### config.mk
export PLATFORM = sky130hd
export DESIGN_NAME = iter_muldiv
export DESIGN_NICKNAME = d
export VERILOG_FILES = /design/src/rtl/iter_muldiv.sv
export SDC_FILE = /design/constraint.sdc
export NUM_CORES = 1
export LEC_CHECK = 0
export ABC_CLOCK_PERIOD_IN_PS = 3600
export BUFFER_PORTS_ARGS = -buffer_cell sky130_fd_sc_hd__buf_2
export CAP_MARGIN = 20
export CELL_PAD_IN_SITES_DETAIL_PLACEMENT = 0
export CELL_PAD_IN_SITES_GLOBAL_PLACEMENT = 1
export CORE_ASPECT_RATIO = 1.1
export CORE_MARGIN = 3
export CORE_UTILIZATION = 25
export DETAILED_ROUTE_END_ITERATION = 10
export PLACE_DENSITY = 0.56
export SLEW_MARGIN = 5
export SYNTH_ARGS = -nofsm -noshare
export SYNTH_HDL_FRONTEND = slang
export SYNTH_SLANG_ARGS = --single-unit
### constraint.sdc
create_clock -name clk -period 3.6 [get_ports clk]
set_input_delay 1.08 -clock clk [delete_from_list [all_inputs] [get_ports clk]]
set_output_delay 1.08 -clock clk [all_outputs]
set_load 0.05 [all_outputs]
### src/rtl/iter_muldiv.sv
// iter_muldiv: iterative RV32M/RV64M multiply/divide unit, optional MULDIV_EARLY_OUT_EN skips CALC for trivial cases
module iter_muldiv #(
  parameter int WIDTH = 32
) (
  input  logic             clk,
  input  logic             rst_n,
  input  logic             flush,
  input  logic             in_valid,
  output logic             in_ready,
  input  logic [2:0]       op,
  input  logic [WIDTH-1:0] in_a,
  input  logic [WIDTH-1:0] in_b,
  output logic             out_valid,
  input  logic             out_ready,
  output logic [WIDTH-1:0] out_result
);
  localparam int CNT_W = $clog2(WIDTH);
  localparam logic [WIDTH-1:0] MIN_NEG = {1'b1, {(WIDTH-1){1'b0}}};
  typedef enum logic [1:0] {IDLE, CALC, FIX, DONE} state_t;
  state_t state, state_nx;
  logic [2:0] op_q;
  logic sa, sb, dz, ovf;
  logic [WIDTH-1:0] a_abs, b_abs;
  logic [CNT_W-1:0] cnt;
  logic [2*WIDTH:0] acc;
  logic a_sgn_in, b_sgn_in, sa_in, sb_in, dz_in, ovf_in, early_in, accept;
  logic [WIDTH-1:0] a_abs_in, b_abs_in;
  logic [WIDTH:0] mul_sum, div_diff;
  logic [2*WIDTH:0] mul_nx, div_sh, div_nx;
  logic div_ge;
  logic [2*WIDTH-1:0] prod_f;
  logic [WIDTH-1:0] quo_f, rem_f, res;
  assign a_sgn_in = op[2] ? ~op[0] : (op[0] ^ op[1]);
  assign b_sgn_in = op[2] ? ~op[0] : (op[1:0] == 2'b01);
  assign sa_in    = a_sgn_in & in_a[WIDTH-1];
  assign sb_in    = b_sgn_in & in_b[WIDTH-1];
  assign a_abs_in = sa_in ? -in_a : in_a;
  assign b_abs_in = sb_in ? -in_b : in_b;
  assign dz_in    = op[2] && in_b == '0;
  assign ovf_in   = op[2] && !op[0] && in_a == MIN_NEG && &in_b;
`ifdef MULDIV_EARLY_OUT_EN
  assign early_in = dz_in || ovf_in || (!op[2] && (in_a == '0 || in_b == '0));
`else
  assign early_in = 1'b0;
`endif
  assign accept   = state == IDLE && in_valid && !flush;
  assign mul_sum  = acc[2*WIDTH:WIDTH] + {1'b0, acc[0] ? a_abs : '0};
  assign mul_nx   = {1'b0, mul_sum, acc[WIDTH-1:1]};
  assign div_sh   = {acc[2*WIDTH-1:0], 1'b0};
  assign div_ge   = div_sh[2*WIDTH:WIDTH] >= {1'b0, b_abs};
  assign div_diff = div_sh[2*WIDTH:WIDTH] - {1'b0, b_abs};
  assign div_nx   = div_ge ? {div_diff, div_sh[WIDTH-1:1], 1'b1} : div_sh;
  assign prod_f   = (sa ^ sb) ? -acc[2*WIDTH-1:0] : acc[2*WIDTH-1:0];
  assign quo_f    = dz ? '1 : ovf ? MIN_NEG : (sa ^ sb) ? -acc[WIDTH-1:0] : acc[WIDTH-1:0];
  assign rem_f    = dz ? (sa ? -a_abs : a_abs) : ovf ? '0 : sa ? -acc[2*WIDTH-1:WIDTH] : acc[2*WIDTH-1:WIDTH];
  assign res      = op_q[2] ? (op_q[1] ? rem_f : quo_f)
                  : (op_q[1:0] == 2'b00 ? prod_f[WIDTH-1:0] : prod_f[2*WIDTH-1:WIDTH]);
  // state register
  always_ff @(posedge clk or negedge rst_n)
    if (!rst_n) state <= IDLE;
    else state <= state_nx;
  // next state and handshake outputs
  always_comb begin
    state_nx  = state;
    in_ready  = state == IDLE;
    out_valid = state == DONE;
    if (flush) state_nx = IDLE;
    else
      case (state)
        IDLE: if (in_valid) state_nx = early_in ? FIX : CALC;
        CALC: if (cnt == CNT_W'(WIDTH-1)) state_nx = FIX;
        FIX:  state_nx = DONE;
        DONE: if (out_ready) state_nx = IDLE;
        default: state_nx = IDLE;
      endcase
  end
  // operand capture, one shift-add / restoring step per CALC cycle, result registration in FIX
  always_ff @(posedge clk or negedge rst_n)
    if (!rst_n) begin
      op_q       <= '0;
      sa         <= 1'b0;
      sb         <= 1'b0;
      dz         <= 1'b0;
      ovf        <= 1'b0;
      a_abs      <= '0;
      b_abs      <= '0;
      cnt        <= '0;
      acc        <= '0;
      out_result <= '0;
    end else begin
      if (accept) begin
        op_q  <= op;
        sa    <= sa_in;
        sb    <= sb_in;
        dz    <= dz_in;
        ovf   <= ovf_in;
        a_abs <= a_abs_in;
        b_abs <= b_abs_in;
        cnt   <= '0;
        acc   <= op[2] ? {{(WIDTH+1){1'b0}}, a_abs_in}
               : (in_a == '0 ? '0 : {{(WIDTH+1){1'b0}}, b_abs_in});
      end else if (state == CALC && !flush) begin
        acc <= op_q[2] ? div_nx : mul_nx;
        cnt <= cnt + 1'b1;
      end
      if (state == FIX && !flush) out_result <= res;
    end
endmodule
# Word level (Yosys, flattened, before mapping)
# Cells that the tools add are included.
# op_classes
add_sub_neg	9
order_cmp	1
n_eq_ne	9
mux	29
bitwise	5
n_reduce_logical	17
# ops
operator	n
$mux 32	15
$mux 65	4
$neg 32->32	5
$logic_not 32->1	2
$mux 64	1
$neg 64->64	1
$add 33x32->33	1
$ge 33x32->1	1
$sub 33x32->33	1
$eq 32x32->1 const B	1
$reduce_and 32->1	1
$mux 5	2
$logic_and 1x1->1	8
$mux 2	4
$pmux 2 s4	1
$ne 3x3->1 const B	2
$add 5x1->5 const B	1
$eq 5x5->1 const B	1
$eq 2x1->1 const B	2
$eq 2x2->1 const B	2
$logic_not 2->1	2
$ne 3x2->1 const B	1
$reduce_and 3->1	1
$and 1x1->1	2
5 further kinds	8
# word_totals
register_bits	175
inputBits	72
output_inout_bits	34
wordCells	81

# Longest topological paths before layout
# logic_depth
depth_word	7
depth_mapped	15
ltp_nobuf	14

# Worst setup path after synthesis
# OpenSTA, ideal clock, no wires.
# synth_timing
path_type	input to register
startpoint	input in_b[5]
endpoint	register acc[25]
setup_ns	0.137
arrival_ns	3.499
t_required_ns	3.463
path_slack_ns	-0.036
stages	10
cell_sequence	or4_4 -> or4_4 -> nor3_2 -> nand2_1 -> or4_1 -> buf_2 -> o31ai_1 -> xor2_1 -> o221a_2 -> a21oi_1
# synth_between
elab_chain_len	5
# synth_lines
element	line_no	rtl
start, declared	12	input logic [WIDTH-1:0] in_b,
$neg 32->32	38	assign b_abs_in = sb_in ? -in_b : in_b;
$mux 32	38	
$mux 32	101	: (in_a == '0 ? '0 : {{(WIDTH+1){1'b0}}, b_abs_in});
$mux 32	100	acc <= op[2] ? {{(WIDTH+1){1'b0}}, a_abs_in}
$mux 65	91	if (accept) begin
end signal, assigned	100	
end signal, assigned	103	acc <= op_q[2] ? div_nx : mul_nx;
end, declared	25	logic [2*WIDTH:0] acc;
# Every way passes these cells.
# A chain may end at the register's enable or synchronous reset.

# Worst setup path after layout
# layout_timing
startpoint	register acc[23]
endpoint	register out_result[19]
# layout_between
elab_chain_len	4
# layout_lines
element	line_no	rtl
$neg 64->64	53	assign prod_f = (sa ^ sb) ? -acc[2*WIDTH-1:0] : acc[2*WIDTH-1:0];
$mux 64	53	
$mux 32	57	: (op_q[1:0] == 2'b00 ? prod_f[WIDTH-1:0] : prod_f[2*WIDTH-1:WIDTH]);
$mux 32	56	assign res = op_q[2] ? (op_q[1] ? rem_f : quo_f)
end signal, assigned	106	if (state == FIX && !flush) out_result <= res;
end, declared	15	output logic [WIDTH-1:0] out_result
# Every way passes these cells.

==> results.md <==
- Run status: completed
- Drt initial violations: 1,417
- Peak VDD IR: 0.435 mV
- Final net count: 2,488
- Synth Instances: 2,151
- Synth async-reset ratio: 100%
- Post-place setup slack: -0.271 ns
- CP Class: reg2reg
- Row count: 98
- First-pass GRT wire length: 114,000 µm
- Clk buf depth: 2
- Vias/cell: 5.42
- Final Worst Setup Slack: 0.192 ns
- Worst Hold Depth: 2
- Synth Net Count: 2,302
- Yosys warns: 0
- Routability cong.: 0.919
- Core box area: 65,200 µm²
- Cell taking the most area after synthesis: dfrtp_1
- Die W: 251 µm
- Top area cells in the synthesized netlist: dfrtp_1 (26%), o21ai_0 (6.8%), xnor2_1 (6.4%)
- ANT nets after route: 0
- Most frequent cells in the layout: o21ai_0 (225), nand2_1 (219), buf_4 (211)
- Mean post-synth cell area: 7.69 µm²
- Post-synth EDFFs: 0
- Placed cell areas: 19,200 µm²
- Final Hold Viols: 0
- Number of global-route vias before repair: 17,451
- Most common cell after layout, fill and taps aside: o21ai_0
- Worst r2r path cells: 9
- Worst path required time: 3.97 ns
- Worst-margin pin slew: 0.996 ns
- CTS Sinks: 175
- Synth top area share: 26.5%
- Worst hold path type: reg2reg
- Fmax: 0.293 GHz
- Max_slew headroom: 32.9%
- GRT Residual Overflow: 0
- Tmin final: 3.41 ns
- Via count: 17,364
- CTS tree: done
- Layout cells sized above 1: 17.3%
- Chip height: 276 µm
- Mapped Area: 16,500 µm²
- Io pins: 106
- Most used DFF post-synth: dfrtp_1
- Power Density: 1100 nW/µm²
- Clk Latency, worst-skew pair: 0.50 ns
- CTS Buf Count: 17
- Placed cells: 3,165
- P&R area growth vs syn: 20.1%
- Die ar.: 69,200 µm²
- Netlist cell types: 83
- HPWL after DPL: 63,100 µm
- Final setup violation count: 0
- Final Instance Count excl. Fillers: 3,201
- Crit path DAT: 3.77 ns
- # port buffers: 105
- DRC errors left: 0
- Worst-path clk slew: 0.08 ns
- Initial Utilization: 25.3%
- Drt total wl: 77,600 µm
- Pin count of the biggest net entering global routing: 155
- Pre-antenna DRT Iters: 5
- Layout Skew: 0.0191 ns
- Leak Pwr: 8.74 nW
- Fillers: 7,160
- Fin crit share: 94.7%
- Seq/Total Area, Yosys: 26.5%
- Design Area, Final: 19,900 µm²
- Yosys reg bits: 175
- Antenna violations before repair: 2
- Gr usage total: 22.3%
- Root Driver: clkbuf_16
- Worst Setup End Kind: flip-flop
- Startpoint types: flip-flop
- H-tree Lvls: 4
- Fin util: 30.4%
- Maxcap violations: 0
- Max-slew violations: 0
- CP Max Fanout: 9
- WL/cell: 24.2 µm
-- logic make-up after synthesis --
logic type / after synthesis / share of synthesized area (%)
flops: 175 / 26.5
simple gates: 653 / 18.9
fa+ha+maj: 79 / 6.07
compound gates: 729 / 27.9
buf+inv: 239 / 5.60
mux: 39 / 2.45
xor+xnor: 237 / 12.6
-- final cells by class --
type,instances,area [µm²],share of cell area (%)
flip-flops and latches,175,4380,22.1
inverters,85,319,1.61
multi-input cells,1737,11300,57.0
repair buffers,321,2220,11.2
clock buffers,18,429,2.16
clock inverters,14,125,0.630
well taps,850,1060,5.36
diodes,1,2.50,0.0126
-- sequential cells by signal, summed over array words and instances (netlist names), 2 cells and up --
signal	flops
acc	65
a_abs	32
b_abs	32
out_result	32
cnt	5
op_q	3
state	2
-- through the flow --
| step | hold slack, ns | total power, mW | setup TNS, ns |
|---|---|---|---|
| after global placement | 0.467 | 19.5 | -3.63 |
| final | 0.474 | 21.8 | 0 |
| after floorplan | 0.450 | 13.4 | 0 |
| after CTS | 0.478 | 21.5 | 0 |
| after detailed placement | 0.463 | 19.6 | -4.31 |
| after global routing | 0.512 | 23.3 | -0.0111 |
-- layer usage --
| metal | global-route usage (%) | wire length [µm] | part of all wire [%] |
|---|---|---|---|
| met5 | 0 | 0 | 0 |
| met4 | 9.73 | 3400 | 4.4 |
| met3 | 2.70 | 3280 | 4.2 |
| met2 | 37.9 | 36900 | 48 |
| met1 | 28.5 | 34000 | 44 |
-- Yosys cell counts (all sizes together) (17+ instances only) --
cell type / n
o21ai: 232
nand2: 219
a21oi: 183
nor2: 183
dfrtp: 175
clkbuf: 135
xnor2: 121
xor2: 116
inv: 84
ha: 77
nand3: 39
and2: 36
mux2i: 36
o221ai: 35
a21o: 34
nor3: 32
a31oi: 26
o31ai: 26
a22oi: 22
o211ai: 21
or4: 21
nand4: 20
buf: 19
o41ai: 18
a211oi: 17
or3: 17
-- timing repair --
action / 4_1_cts / 5_1_grt
setup endpoints to repair: 0 / 28
setup buffers: 0 / 3
gates resized for setup: 0 / 10
hold buffers: 0 / 0
-- where the power goes --
group | internal, mW | switching [mW]
registers | 2.82 | 1.18
logic | 5.88 | 10.1
clock network | 0.909 | 0.946
-- worst paths after layout --
path / from / to / slack, ns
max: acc[23] / out_result[19] / 0.19
min: out_result[2] / out_result[2] / 0.47
max reg2reg: acc[23] / out_result[19] / 0.19
min reg2reg: out_result[2] / out_result[2] / 0.47
max in group asynchronous: rst_n / acc[14] / 2.14
min in group asynchronous: rst_n / out_result[26] / 0.62
-- critical path, stage by stage, from the launching register on --
cell	delay, ns
dfrtp_1	0.41
or4_1	0.68
or2_2	0.39
or4_1	0.49
or2_1	0.43
nor2_1	0.32
a21oi_1	0.13
xor2_1	0.18
o21ai_0	0.18
nand2_1	0.07
Note: power is estimated with default switching activity, not from simulation.
